[config.mk]
export PLATFORM = sky130hd
export DESIGN_NAME = acc_hex_display
export DESIGN_NICKNAME = d
export VERILOG_FILES = /design/src/rtl/acc_hex_display_pkg.sv /design/src/rtl/acc_hex_display_hex7seg.sv /design/src/rtl/acc_hex_display.sv
export SDC_FILE = /design/constraint.sdc
export NUM_CORES = 1
export LEC_CHECK = 0
export ABC_CLOCK_PERIOD_IN_PS = 8600
export BUFFER_PORTS_ARGS = -buffer_cell sky130_fd_sc_hd__buf_4
export CORE_MARGIN = 3
export CORE_UTILIZATION = 60
export DETAILED_ROUTE_END_ITERATION = 12
export PLACE_DENSITY_LB_ADDON = 0.1
export REMOVE_ABC_BUFFERS = 1
export SYNTH_ARGS = -nofsm -noshare
export SYNTH_HDL_FRONTEND = slang
export SYNTH_SLANG_ARGS = --single-unit
[constraint.sdc]
create_clock -name clk -period 8.6 [get_ports clk]
set_input_delay 1.72 -clock clk [delete_from_list [all_inputs] [get_ports clk]]
set_output_delay 1.72 -clock clk [all_outputs]
set_load 0.1 [all_outputs]
[src/rtl/acc_hex_display_pkg.sv]
// Shared seven-segment definitions for the accumulator hex display.
// Segment codes are active-low, with bit order g..a (bit 6 = g).
package acc_hex_display_pkg;

   localparam logic [6:0] SEG_0 = 7'h40;
   localparam logic [6:0] SEG_1 = 7'h79;
   localparam logic [6:0] SEG_2 = 7'h24;
   localparam logic [6:0] SEG_3 = 7'h30;
   localparam logic [6:0] SEG_4 = 7'h19;
   localparam logic [6:0] SEG_5 = 7'h12;
   localparam logic [6:0] SEG_6 = 7'h02;
   localparam logic [6:0] SEG_7 = 7'h78;
   localparam logic [6:0] SEG_8 = 7'h00;
   localparam logic [6:0] SEG_9 = 7'h10;
   localparam logic [6:0] SEG_A = 7'h08;
   localparam logic [6:0] SEG_B = 7'h03;
   localparam logic [6:0] SEG_C = 7'h46;
   localparam logic [6:0] SEG_D = 7'h21;
   localparam logic [6:0] SEG_E = 7'h06;
   localparam logic [6:0] SEG_F = 7'h0E;

   // Maps one hex nibble to its active-low segment pattern.
   function automatic logic [6:0] hex_to_seg(input logic [3:0] nib);
      logic [6:0] seg;
      case (nib)
         4'h0:    seg = SEG_0;
         4'h1:    seg = SEG_1;
         4'h2:    seg = SEG_2;
         4'h3:    seg = SEG_3;
         4'h4:    seg = SEG_4;
         4'h5:    seg = SEG_5;
         4'h6:    seg = SEG_6;
         4'h7:    seg = SEG_7;
         4'h8:    seg = SEG_8;
         4'h9:    seg = SEG_9;
         4'hA:    seg = SEG_A;
         4'hB:    seg = SEG_B;
         4'hC:    seg = SEG_C;
         4'hD:    seg = SEG_D;
         4'hE:    seg = SEG_E;
         default: seg = SEG_F;
      endcase
      return seg;
   endfunction

endpackage

[src/rtl/acc_hex_display_hex7seg.sv]
// Single-digit hex to active-low seven-segment decoder.
module hex7seg
   import acc_hex_display_pkg::*;
(
   input  logic [3:0] nib_i,
   output logic [6:0] seg_o
);

   // Pure table decode; no state.
   always_comb begin
      seg_o = hex_to_seg(nib_i);
   end

endmodule

[src/rtl/acc_hex_display.sv]
// Add/subtract accumulator with sticky overflow flag, optional clamping,
// and a per-nibble seven-segment readout of the registered value.
module acc_hex_display
   import acc_hex_display_pkg::*;
#(
   parameter int unsigned ACC_W    = 8,
   parameter int unsigned V_W      = 4,
   parameter bit          SATURATE = 1'b0
) (
   input  logic                     clk,
   input  logic                     rst,
   input  logic                     en,
   input  logic                     S,
   input  logic                     load,
   input  logic [V_W-1:0]           V,
   output logic [ACC_W-1:0]         acc_out,
   output logic                     ovf,
   output logic [7*(ACC_W/4)-1:0]   ss
);

   localparam int unsigned DIGITS = ACC_W / 4;

   logic [ACC_W-1:0] acc_q, acc_d;
   logic             ovf_q, ovf_d;
   logic [ACC_W:0]   v_ext;
   logic [ACC_W:0]   res;

   // Next-state: load beats enable; the extra result bit is carry on add
   // and borrow on subtract, which both mean "out of range".
   always_comb begin
      v_ext            = '0;
      v_ext[V_W-1:0]   = V;
      res              = S ? ({1'b0, acc_q} - v_ext) : ({1'b0, acc_q} + v_ext);
      acc_d            = acc_q;
      ovf_d            = ovf_q;
      if (load) begin
         acc_d = v_ext[ACC_W-1:0];
         ovf_d = 1'b0;
      end else if (en) begin
         if (res[ACC_W]) begin
            ovf_d = 1'b1;
            if (SATURATE)
               acc_d = S ? '0 : '1;
            else
               acc_d = res[ACC_W-1:0];
         end else begin
            acc_d = res[ACC_W-1:0];
         end
      end
   end

   // State registers with synchronous reset overriding everything else.
   always_ff @(posedge clk) begin
      if (rst) begin
         acc_q <= '0;
         ovf_q <= 1'b0;
      end else begin
         acc_q <= acc_d;
         ovf_q <= ovf_d;
      end
   end

   assign acc_out = acc_q;
   assign ovf     = ovf_q;

   // One decoder per nibble of the registered accumulator.
   for (genvar k = 0; k < DIGITS; k++) begin : g_digit
      hex7seg u_hex7seg (
         .nib_i (acc_q[4*k+3:4*k]),
         .seg_o (ss[7*k+6:7*k])
      );
   end

endmodule

## Yosys cells after proc, flatten, opt, wreduce, memory -nomap -nowiden

Memory sizes are Yosys's and may differ from the RTL's. A register that Yosys moved wholly into a read port is not among the register bits.
Cells that the tools add are included.

- Bits in registers: 9
- Memory bits (read-only): 224
- Output and inout port bits: 23
- Word-level logic and storage cells: 17
- Memories kept: 2

Memory list:

| memory | words | bits a word | rd ports | clocked after Yosys merged registers in | wr ports | RTL line | text |
|---|---|---|---|---|---|---|---|
| (no name shown) | 16 | 7 | 1 | 1 | 0 | acc_hex_display_pkg.sv:25 | `case (nib)` |
| (no name shown) | 16 | 7 | 1 | 1 | 0 | acc_hex_display_pkg.sv:25 |  |

- Add/sub/neg operators: 2
- Mux-type cells: 7
- Reduce and logical (&&, ||, !) cells: 3

Operators by type and width:

| operator | count |
|---|---|
| $mux W4 | 6 |
| $add A8 B4 Y9 | 1 |
| $mux W9 | 1 |
| $sub A8 B4 Y9 | 1 |
| $reduce_and A2 Y1 | 1 |
| $reduce_bool A2 Y1 | 1 |
| $reduce_or A2 Y1 | 1 |

## Logic depth before layout (Yosys ltp)

Gate-level depths: netlist (run 1).

- Depth after elaboration: 6
- Depth in mapped cells: 14
- Mapped depth without buffers: 14

## Cells and area by module

From an unflattened synthesis (run 1), not the netlist that was laid out.

- Cells, all modules: 173
- Area total of the unflattened synthesis: 1376.3 um2

Modules (own cells, without submodules):

| module | instances | cells an instance | area an instance (um2) | seq. area each (um2) |
|---|---|---|---|---|
| acc_hex_display | 1 | 106 | 830.8 | 180.2 |
| hex7seg at g_digit[1].u_hex7seg | 1 | 32 | 275.3 | 0.0 |
| hex7seg at g_digit[0].u_hex7seg | 1 | 35 | 270.3 | 0.0 |

## Worst setup path before layout (run 1)

No wires, ideal clock.

- Path type: input to register
- From: in V[0]
- To: reg g_digit[0].u_hex7seg.seg_o[4] (netlist name)
- Setup time: 122 ps
- Data arrival time: 4015 ps
- Required time: 8478 ps
- Setup slack: 4463 ps
- Cell stages on the path: 12
- Cells stage by stage: inv_1 > ha_1 > mux2_2 > fa_1 > a211oi_1 > a21oi_1 > nor2_1 > inv_1 > ha_1 > and2_1 > o21ai_0 > a21oi_1

- Cells in the longest elaborated chain, start to end: 6
- Elaborated cells on any way between the ends: 7
- Those cells by class: add/sub (2); mux (5)

Ends and longest elaborated chain:

| what | RTL line | text |
|---|---|---|
| from (decl) | acc_hex_display.sv:15 | `input logic [V_W-1:0] V,` |
| $add A8 B4 Y9 or $sub A8 B4 Y9 (tied branches) | acc_hex_display.sv:33 | `res = S ? ({1'b0, acc_q} - v_ext) : ({1'b0, acc_q} + v_ext);` |
| $mux W9 | acc_hex_display.sv:33 |  |
| $mux W4 | acc_hex_display.sv:39 | `end else if (en) begin` |
| $mux W4 (*) | acc_hex_display.sv:36 | `if (load) begin` |
| $mux W4 (no source line) (*) (2 in a row) | n/a |  |

Every way passes the cells marked *; elsewhere a longest branch is shown, timed or not. The select of a mux whose other input is x is not followed.
A chain may end at the register's enable or synchronous reset.

## Worst setup path after layout (run 1)

- From: in V[0]
- To: reg g_digit[0].u_hex7seg.seg_o[5] (netlist name)

- Cells in the longest elaborated chain, start to end: 6
- Elaborated cells on any way between the ends: 7
- Those cells by class: add/sub (2); mux (5)

Ends and longest elaborated chain:

| what | RTL line |
|---|---|
| $add A8 B4 Y9 or $sub A8 B4 Y9 (tied branches) | acc_hex_display.sv:33 |
| $mux W9 | acc_hex_display.sv:33 |
| $mux W4 | acc_hex_display.sv:39 |
| $mux W4 (*) | acc_hex_display.sv:36 |
| $mux W4 (no source line) (*) (2 in a row) | n/a |

Marked as above.

==> flow_summary.yaml, run 1 <==
floorplanning:
  floorplan.io_pins: 32
  row_count: 19
  initial_core_utilization_pct: 64.0
  die_area_um2: 3690
  placeableCoreArea_um2: 2810
  dieHeight_um: 60.7
  die-width_um: 60.7
placed_design:
  hpwlAfterDp_mm: 3.11
  finalWeightedCongestion: 0.963
  buffer_ports.inserted: 31
synth:
  synth.cell_area_um2: 1800
  yosys_warnings: 0
  average_instance_area_after_synthesis_um2: 9.35
  yosys.cell_types.count: 58
  netlist.area_leader.share_pct: 25.6
  netlist_top_cells_count: "23 x sky130_fd_sc_hd__dfxtp_1, 22 x sky130_fd_sc_hd__ha_1, 15 x sky130_fd_sc_hd__inv_1, 12 x sky130_fd_sc_hd__mux2i_1, 12 x sky130_fd_sc_hd__nor2_1"
  dominantRegCellSynth: "sky130_fd_sc_hd__dfxtp_1"
  edff_count_synth: 0
  yosysTopAreaCell: "sky130_fd_sc_hd__dfxtp_1"
  ys_ff_latch: 23
  ys_seq_area_share_pct: 25.6
  synth_top_cells_by_area: "sky130_fd_sc_hd__dfxtp_1 26%, sky130_fd_sc_hd__ha_1 15%, sky130_fd_sc_hd__mux2i_1 6.7%, sky130_fd_sc_hd__mux2_4 3.3%, sky130_fd_sc_hd__inv_1 3.1%"
  share_of_async_settable_or_async_resettable_flops_after_synthesis_pct: 0
  synthMostInstantiatedCell: "sky130_fd_sc_hd__dfxtp_1"
  post_synth_inst_count: 192
route:
  met3WireLength_um: 186
  detail_route.first_pass.iterations: 4
  via_per_inst: 6.27
  avgRoutedWirePerCell_um: 16.0
  drt_wl_total_mm: 4.01
  drt_first_iter_violations: 133
  ant_nets: 0
  detail_route.drc_violations: 0
  highest_layer: "met4"
  vias: 1573
  route.layer.met1.wl_mm: 1.64
  met2_wirelength_mm: 2.15
worst_setup_path:
  worst_path_dominant_cell_family: "adder cells"
  cp_num_buf_inv: 3
  critPathLaunchType: "input pin"
  cp.required_ns: 8.80
  slowest_cp_cell: "sky130_fd_sc_hd__fa_1"
  critical_path_peak_fanout: 6
  path_cells: "buf_4 -> inv_1 -> ha_1 -> mux2_2 -> fa_1 -> a211oi_1 -> a21oi_1 -> nor2_1 -> inv_1 -> ha_1 -> and2_1 -> nor3_1 -> a221oi_1"
  worst_setup_path_end_kind: "register"
  start_to_end_type_of_the_worst_setup_path: "in2reg"
  cp_data_arrival_time_ns: 4.47
  critical_path.max_stage_delay_ns: 0.46
clocking:
  buffer_count_from_post_cts_setup_fixing: 0
  cts_hold_repair.buffers: 0
  tritoncts: "built"
  cts-root-to-sink-buffers: 2
  cts_buffers: 3
  worst_setup_hold_path_clk_slew_ns: 0.14
  htreeDepth: 1
  root_buffer: "sky130_fd_sc_hd__clkbuf_4"
  worst_skew_pair.late_latency_ns: 0.32
  numClockSinks: 23
  cts.repair.resized: 0
power_and_ir_drop:
  ir_drop_v: 0.000115
  powerDensity_nw_per_um2: 191
  p_leak_nw: 0.947
grt:
  vias_in_the_first_global_route: 1518
  grt_use_total_pct: 24.5
  grt_first_pass_wirelength_mm: 6.85
  antenna_found_initial: 0
  globalRouteOverflowTotal: 0
  grt_start_max_net_pins: 15
job:
  maxCapViolCount: 0
timing:
  final.min_clock_period_ns: 4.28
  finalSetupTns_ns: 0
  fin_crit_sh_pct: 49.7
  worst-slew-pin-transition_ns: 0.817
  report.final.slew_viol_count: 0
  slew_headroom_pct: 45.3
  grt_setup_unrepaired: "false"
  total_setup_violations_reported_at_the_end_of_the_flow: 0
  maxClockFrequency_mhz: 234
  report.final.hold_viol_count: 0
  finClkSkew_ns: 0.00411
finish:
  num-nets-final: 253
  area_growth_syn_to_layout_pct: 13.2
  filler_cell_count: 230
  finalCoreUtilization_pct: 72.4
  insertedDiodeCount: 0
  final_layout_size_suffix_gt1_share_pct: 25.0
outcome:
  run_status: "complete, no violations"
hold_path:
  hold_path.class: "reg2reg"
cell families (layout without fill, tap and decap cells):
family                     after synthesis  after routing  share of synthesized area (%)
DFF                                     23             23                           25.6
buffers and inverters                   24             52                           7.32
adders and majority gates               23             23                           16.4
AOI/OAI and AO/OA                       44             44                           20.3
and+or+nand+nor                         58             58                           18.2
muxes                                   17             17                           10.7
xor gates and xnor gates                 3              3                           1.46
through the flow:
stage | hold WS, ns | worst slack (ns) | area [µm²] | cells | total power, mW
floorplan | 0.906 | 4.46 | 1730 | 185 | 0.293
global placement | 0.456 | 4.07 | 2000 | 247 | 0.333
detailed placement | 0.509 | 4.02 | 2000 | 247 | 0.337
CTS | 0.528 | 4.36 | 2030 | 251 | 0.390
global route | 0.584 | 4.03 | 2030 | 251 | 0.409
finish | 0.530 | 4.32 | 2030 | 251 | 0.387
state kept, by name, indices dropped and copies added (netlist names):
name / cells
ovf: 1
acc_out: 8
g_digit.u_hex7seg.seg_o: 14
area by class of cell:
type                       instances  area [µm²]  share of cell area [%]
multi-input combinational        145        1200                    59.2
sequential                        23         460                    22.7
timing repair buffer              31         233                    11.5
inverter                          17        68.8                    3.39
tap                               31        38.8                    1.91
clock buffer                       3        22.5                    1.11
clock inverter                     1        5.00                   0.246
routing by layer:
metal / up-vias / GRT usage (%)
met4: 0 / 8.05
met1: 775 / 28.7
li1: 756 / -
met2: 38 / 44.6
met5: - / 0
met3: 4 / 4.26
final timing paths:
check        startpoint                            end  slack (ns)  depth (start not counted)
min                 ovf                            ovf        0.53                          2
min reg2reg         ovf                            ovf        0.53                          2
max reg2reg  acc_out[0]  g_digit[0].u_hex7seg.seg_o[5]        5.85                         11
max                V[0]  g_digit[0].u_hex7seg.seg_o[5]        4.32                         13
power breakdown:
group	switching, mW	total (mW)	internal [mW]
registers	0.00567	0.125	0.120
clock network	0.0346	0.0520	0.0174
logic	0.154	0.210	0.0562
total	0.194	0.387	0.193
cell usage in the layout (no fill, tap or decap), types with 3 or more instances in the layout:
cell type,instances
sky130_fd_sc_hd__mux2i_1,12
sky130_fd_sc_hd__a22o_1,3
sky130_fd_sc_hd__nor2_1,12
sky130_fd_sc_hd__nand2_1,8
sky130_fd_sc_hd__dfxtp_1,23
sky130_fd_sc_hd__inv_1,15
sky130_fd_sc_hd__buf_4,31
sky130_fd_sc_hd__clkbuf_4,3
sky130_fd_sc_hd__or3_1,5
sky130_fd_sc_hd__a21oi_1,5
sky130_fd_sc_hd__nor3_1,5
sky130_fd_sc_hd__o21ai_0,4
sky130_fd_sc_hd__mux2_4,4
sky130_fd_sc_hd__nand3_1,7
sky130_fd_sc_hd__ha_1,22
sky130_fd_sc_hd__xnor2_1,3
sky130_fd_sc_hd__a211oi_1,3
sky130_fd_sc_hd__nand4_1,3
sky130_fd_sc_hd__a21o_1,3
worst register-to-register path: stages, from the launching register on:
cell                       delay (ns)
sky130_fd_sc_hd__dfxtp_1         0.36
sky130_fd_sc_hd__inv_1           0.06
sky130_fd_sc_hd__ha_1            0.20
sky130_fd_sc_hd__fa_1            0.44
sky130_fd_sc_hd__a211oi_1        0.27
sky130_fd_sc_hd__a21oi_1         0.10
sky130_fd_sc_hd__nor2_1          0.35
sky130_fd_sc_hd__inv_1           0.15
sky130_fd_sc_hd__ha_1            0.29
sky130_fd_sc_hd__and2_1          0.17
sky130_fd_sc_hd__nor3_1          0.18
sky130_fd_sc_hd__a221oi_1        0.07
No activity file was read; power rests on OpenSTA's default activity.
==> inputs of run 2 (changes only) <==
ABC_CLOCK_PERIOD_IN_PS = 4050   (was 8600)
CORE_UTILIZATION = 56   (was 60)
clock period = 4.05 ns   (was 8.6 ns; I/O delays follow)
==> flow_summary.yaml, run 2 (synthesized netlist as in run 1, its figures left out) <==
route:
  ant_nets: 0
  met3WireLength_um: 154
  avgRoutedWirePerCell_um: 14.8
  detail_route.drc_violations: 0
  detail_route.first_pass.iterations: 4
  highest_layer: "met4"
  drt_first_iter_violations: 89
  vias: 1536
  via_per_inst: 5.84
  met2_wirelength_mm: 1.90
  route.layer.met1.wl_mm: 1.80
  drt_wl_total_mm: 3.90
timing:
  maxClockFrequency_mhz: 298
  fin_crit_sh_pct: 82.8
  finClkSkew_ns: 0.00113
  final.setup.worst_slack_ns: 0.697
  total_setup_violations_reported_at_the_end_of_the_flow: 0
  report.final.slew_viol_count: 0
  holdWs_ns: 0.497
  final.min_clock_period_ns: 3.35
  report.final.hold_viol_count: 0
  grt_setup_unrepaired: "false"
  worst-slew-pin-transition_ns: 0.625
  slew_headroom_pct: 58.4
  finalSetupTns_ns: 0
grt:
  grt_first_pass_wirelength_mm: 6.74
  grt_use_total_pct: 20.7
  grt_start_max_net_pins: 15
  antenna_found_initial: 0
  globalRouteOverflowTotal: 0
  vias_in_the_first_global_route: 1496
power_and_ir_drop:
  ir_drop_v: 0.000300
  powerDensity_nw_per_um2: 399
  p_leak_nw: 0.952
clocking:
  numClockSinks: 23
  cts-root-to-sink-buffers: 2
  cts_buffers: 3
  root_buffer: "sky130_fd_sc_hd__clkbuf_4"
  cts_hold_repair.buffers: 0
  worst_setup_hold_path_clk_slew_ns: 0.13
  buffer_count_from_post_cts_setup_fixing: 0
  tritoncts: "built"
  cts.repair.resized: 0
  worst_skew_pair.late_latency_ns: 0.31
  htreeDepth: 1
finish:
  final_cell_mix: "32 x sky130_fd_sc_hd__buf_4, 23 x sky130_fd_sc_hd__dfxtp_1, 22 x sky130_fd_sc_hd__ha_1, 15 x sky130_fd_sc_hd__inv_1"
  ff_latch_area_um2: 460
  filler_cell_count: 234
  num-nets-final: 254
  multi_input_gate_area_um2: 1200
  final_layout_size_suffix_gt1_share_pct: 25.3
  area_growth_syn_to_layout_pct: 14.4
  largest_reg_flops: 14
  mostFrequentLayoutCell: "sky130_fd_sc_hd__buf_4"
  insertedDiodeCount: 0
worst_setup_path:
  critical_path.max_stage_delay_ns: 0.46
  critical_path.startpoint: "V[0]"
  start_to_end_type_of_the_worst_setup_path: "in2reg"
  critPathLaunchType: "input pin"
  cp_data_arrival_time_ns: 3.54
  cp_num_buf_inv: 3
  worst_setup_path_end_kind: "register"
  reg_to_reg_critical_path_startpoint: "acc_out[0]"
  slowest_cp_cell: "sky130_fd_sc_hd__fa_1"
  cp.required_ns: 4.23
  critical_path_peak_fanout: 6
  worst_path_dominant_cell_family: "adder cells"
  path_cells: "buf_4 -> inv_1 -> ha_1 -> mux2_2 -> fa_1 -> a211oi_1 -> a21oi_1 -> nor2_1 -> inv_1 -> ha_1 -> and2_1 -> nor3_1 -> a221oi_1"
placed_design:
  post-place-ws_ns: 0.365
  finalWeightedCongestion: 0.901
  hpwlAfterDp_mm: 3.08
  buffer_ports.inserted: 31
outcome:
  run_status: "complete, no violations"
floorplanning:
  die_area_um2: 3920
  placeableCoreArea_um2: 2900
  initial_core_utilization_pct: 61.9
  dieHeight_um: 62.6
  row_count: 19
  floorplan.io_pins: 32
  die-width_um: 62.6
hold_path:
  hold_path.startpoint: "ovf"
  hold_path.class: "reg2reg"
job:
  maxCapViolCount: 0
==> run 2: changes by cell type in the layout (fill, tap and decap cells not counted) <==
cell / previous run / this run
sky130_fd_sc_hd__buf_4: 31 / 32
==> run 2: layer usage <==
layer	vias up	track usage [%]
met5	-	0
met4	0	6.61
met3	4	2.16
met2	35	34.5
met1	733	27.8
li1	764	-
==> run 2: where the power goes <==
part	internal, mW	total (mW)	switching, mW
Clock	0.0369	0.108	0.0710
Sequential	0.254	0.267	0.0126
Combinational	0.120	0.445	0.325
==> run 2: final timing paths <==
kind | end | slack [ns] | depth (start not counted)
worst min register to register | ovf | 0.50 | 2
worst max register to register | g_digit[0].u_hex7seg.seg_o[5] | 1.29 | 11
worst max-delay path | g_digit[0].u_hex7seg.seg_o[5] | 0.70 | 13
worst min-delay path | ovf | 0.50 | 2
==> run 2: area by class of cell <==
type	instances	area share [%]
flip-flops and latches	23	22.4
repair buffers	32	11.7
clock inverters	1	0.244
multi-input cells	145	58.6
well taps	42	2.56
inverters	17	3.35
clock buffers	3	1.10
==> run 2: worst min-delay path, cell delays in order (launching register included) <==
cell                       delay [ns]
sky130_fd_sc_hd__dfxtp_1         0.33
sky130_fd_sc_hd__nand2_1         0.05
sky130_fd_sc_hd__o211ai_1        0.07
==> run 2: stage by stage <==
step / instances / cell area [µm²] / power, mW / util [%]
4_1_cts: 263 / 2050 / 0.823 / 70.8
5_1_grt: 263 / 2050 / 0.863 / 70.8
3_5_place_dp: 259 / 2030 / 0.715 / 69.8
2_1_floorplan: 185 / 1730 / 0.621 / -
6_report: 263 / 2050 / 0.820 / 70.8
3_3_place_gp: 259 / 2030 / 0.708 / 69.8
==> inputs of run 3 (changes only) <==
ABC_AREA = 1   (was unset)
ABC_CLOCK_PERIOD_IN_PS = 2750   (was 4050)
CORE_UTILIZATION = 51   (was 56)
clock period = 2.75 ns   (was 4.05 ns; I/O delays follow)
==> flow_summary.yaml, run 3 <==
outcome:
  run_status: "complete, no violations"
synth:
  dominantRegCellSynth: "sky130_fd_sc_hd__dfxtp_1"
  netlist.area_leader.share_pct: 25.2
  share_of_async_settable_or_async_resettable_flops_after_synthesis_pct: 0
  average_instance_area_after_synthesis_um2: 6.88
  ys_seq_area_share_pct: 25.2
  synth.cell_area_um2: 1820
  yosys_warnings: 0
  post_synth_inst_count: 265
  synth_top_cells_by_area: "sky130_fd_sc_hd__dfxtp_1 25%, sky130_fd_sc_hd__nand2_1 15%, sky130_fd_sc_hd__ha_1 15%, sky130_fd_sc_hd__inv_1 8.2%, sky130_fd_sc_hd__nand3_1 6.9%"
  edff_count_synth: 0
  netlist_top_cells_count: "74 x sky130_fd_sc_hd__nand2_1, 40 x sky130_fd_sc_hd__inv_1, 25 x sky130_fd_sc_hd__nand3_1, 23 x sky130_fd_sc_hd__dfxtp_1, 22 x sky130_fd_sc_hd__ha_1"
  yosys.cell_types.count: 35
  synthMostInstantiatedCell: "sky130_fd_sc_hd__nand2_1"
  yosysTopAreaCell: "sky130_fd_sc_hd__dfxtp_1"
  ys_ff_latch: 23
placed_design:
  finalWeightedCongestion: 0.876
  postPlaceCellArea_um2: 2320
  buffer_ports.inserted: 31
  hpwlAfterDp_mm: 3.27
  post-place-ws_ns: -0.268
  place.detailed.instances: 370
finish:
  area_growth_syn_to_layout_pct: 31.9
  multi_input_gate_area_um2: 1200
  finish.cell_count_without_fillers: 375
  num-nets-final: 362
  final_cell_mix: "70 x sky130_fd_sc_hd__nand2_1, 62 x sky130_fd_sc_hd__buf_4, 37 x sky130_fd_sc_hd__inv_1, 23 x sky130_fd_sc_hd__nand3_1, 23 x sky130_fd_sc_hd__dfxtp_1"
  insertedDiodeCount: 0
  final_layout_size_suffix_gt1_share_pct: 34.7
  finalCoreUtilization_pct: 71.0
  largest_reg_flops: 14
  final_design_area_no_fill_um2: 2410
  mostFrequentLayoutCell: "sky130_fd_sc_hd__nand2_1"
  filler_cell_count: 283
  ff_latch_area_um2: 460
hold_path:
  hold_path.class: "reg2reg"
  whs_path_depth: 2
  hold_path.startpoint: "ovf"
  whs_endpoint: "ovf"
grt:
  grt_start_max_net_pins: 14
  grt_use_total_pct: 20.8
  globalRouteOverflowTotal: 0
  antenna_found_initial: 0
  vias_in_the_first_global_route: 1675
  grt_first_pass_wirelength_mm: 7.07
job:
  maxCapViolCount: 0
clocking:
  worst_setup_hold_path_clk_slew_ns: 0.13
  htreeDepth: 1
  numClockSinks: 23
  cts_hold_repair.buffers: 0
  cts-root-to-sink-buffers: 2
  worst_skew_pair.late_latency_ns: 0.31
  tritoncts: "built"
  root_buffer: "sky130_fd_sc_hd__clkbuf_4"
  cts_buffers: 3
route:
  avgRoutedWirePerCell_um: 10.8
  detail_route.first_pass.iterations: 4
  detail_route.drc_violations: 0
  via_per_inst: 4.75
  drt_first_iter_violations: 66
  drt_wl_total_mm: 4.06
  vias: 1781
  ant_nets: 0
timing:
  final.setup.worst_slack_ns: 0.145
  fin_crit_sh_pct: 94.7
  finClkSkew_ns: 0.00651
  finalSetupTns_ns: 0
  report.final.hold_viol_count: 0
  total_setup_violations_reported_at_the_end_of_the_flow: 0
  slew_headroom_pct: 77.4
  final.min_clock_period_ns: 2.60
  maxClockFrequency_mhz: 384
  holdWs_ns: 0.466
  report.final.slew_viol_count: 0
  worst-slew-pin-transition_ns: 0.339
worst_setup_path:
  worst_setup_path_end_kind: "register"
  slowest_cp_cell: "sky130_fd_sc_hd__fa_1"
  cp_data_arrival_time_ns: 2.82
  start_to_end_type_of_the_worst_setup_path: "in2reg"
  timing.rr.end: "g_digit[0].u_hex7seg.seg_o[3]"
  reg_to_reg_critical_path_startpoint: "acc_out[0]"
  cp.required_ns: 2.97
  critPathLaunchType: "input pin"
  critical_path.max_stage_delay_ns: 0.46
  path_cells: "buf_4 -> inv_1 -> ha_1 -> inv_1 -> o21ai_1 -> buf_4 -> fa_1 -> or2_4 -> a31oi_4 -> inv_2 -> ha_1 -> nand2_1 -> o21ai_1 -> o21a_1"
  worst_r2r_path_depth: 10
  critical_path.startpoint: "V[0]"
  worst-r2r-setup-slack_ns: 0.46
  critical_path_peak_fanout: 3
power_and_ir_drop:
  design_power_total_mw: 1.20
  ir_drop_v: 0.000488
  powerDensity_nw_per_um2: 497
  p_leak_nw: 1.38
floorplanning:
  floorplan.io_pins: 32
  die-width_um: 65.8
  die_area_um2: 4330
  dieHeight_um: 65.8
  initial_core_utilization_pct: 53.8
  row_count: 21
  placeableCoreArea_um2: 3390
-- run 3: cell types whose count changed after synthesis, sizes merged, moves of 4 or more --
cell   previous run  this run
mux2              5         0
nand2             9        85
nor2             12        17
nand3             9        26
o21ai             6        17
inv              17        48
buf               6         2
mux2i            12         0
or3               6         0
-- run 3: cells by family after synthesis --
family,Yosys count,synth area share (%)
AOI/OAI and AO/OA,32,12.3
adders and majority gates,23,16.2
buffers and inverters,51,11.6
DFF,23,25.2
and+or+nand+nor,136,34.6
-- run 3: how the worst max path moves through the flow --
stage                                          to  slack [ns]
floorplan           g_digit[0].u_hex7seg.seg_o[3]       -0.16
global placement    g_digit[1].u_hex7seg.seg_o[0]       -0.21
detailed placement  g_digit[1].u_hex7seg.seg_o[0]       -0.27
CTS                 g_digit[1].u_hex7seg.seg_o[0]        0.07
global route        g_digit[1].u_hex7seg.seg_o[5]       -0.01
finish              g_digit[0].u_hex7seg.seg_o[3]        0.15
-- run 3: area by class of cell --
type | instances | share of cell area, %
flip-flops and latches | 23 | 19.1
clock inverters | 1 | 0.208
well taps | 46 | 2.39
multi-input cells | 191 | 50.0
clock buffers | 3 | 0.936
inverters | 49 | 8.01
repair buffers | 62 | 19.3
-- run 3: power by group --
group | total (mW) | switching [mW] | internal, mW | leakage, nW
clock | 0.156 | 0.102 | 0.0544 | 0.0177
sequential | 0.384 | 0.0164 | 0.367 | 0.190
combinational | 0.655 | 0.455 | 0.200 | 1.17
-- run 3: timing repair --
item,4_1_cts,5_1_grt
buffers inserted,0,1
resized for setup,0,18
endpoints found under the setup margin,0,7
hold endpoints to repair,0,0
-- run 3: critical path, delay by kind of cell --
kind / cells / cell delay [ns]
compound gates: 4 / 0.47
simple gates: 2 / 0.40
buf+inv: 5 / 0.42
fa+ha+maj: 3 / 0.97
-- run 3: routing by layer --
metal | GRT usage [%] | routed length [µm]
met1 | 27.4 | 1950
met5 | 0 | 0
met4 | 7.77 | 69
met2 | 33.8 | 1880
met3 | 3.40 | 163
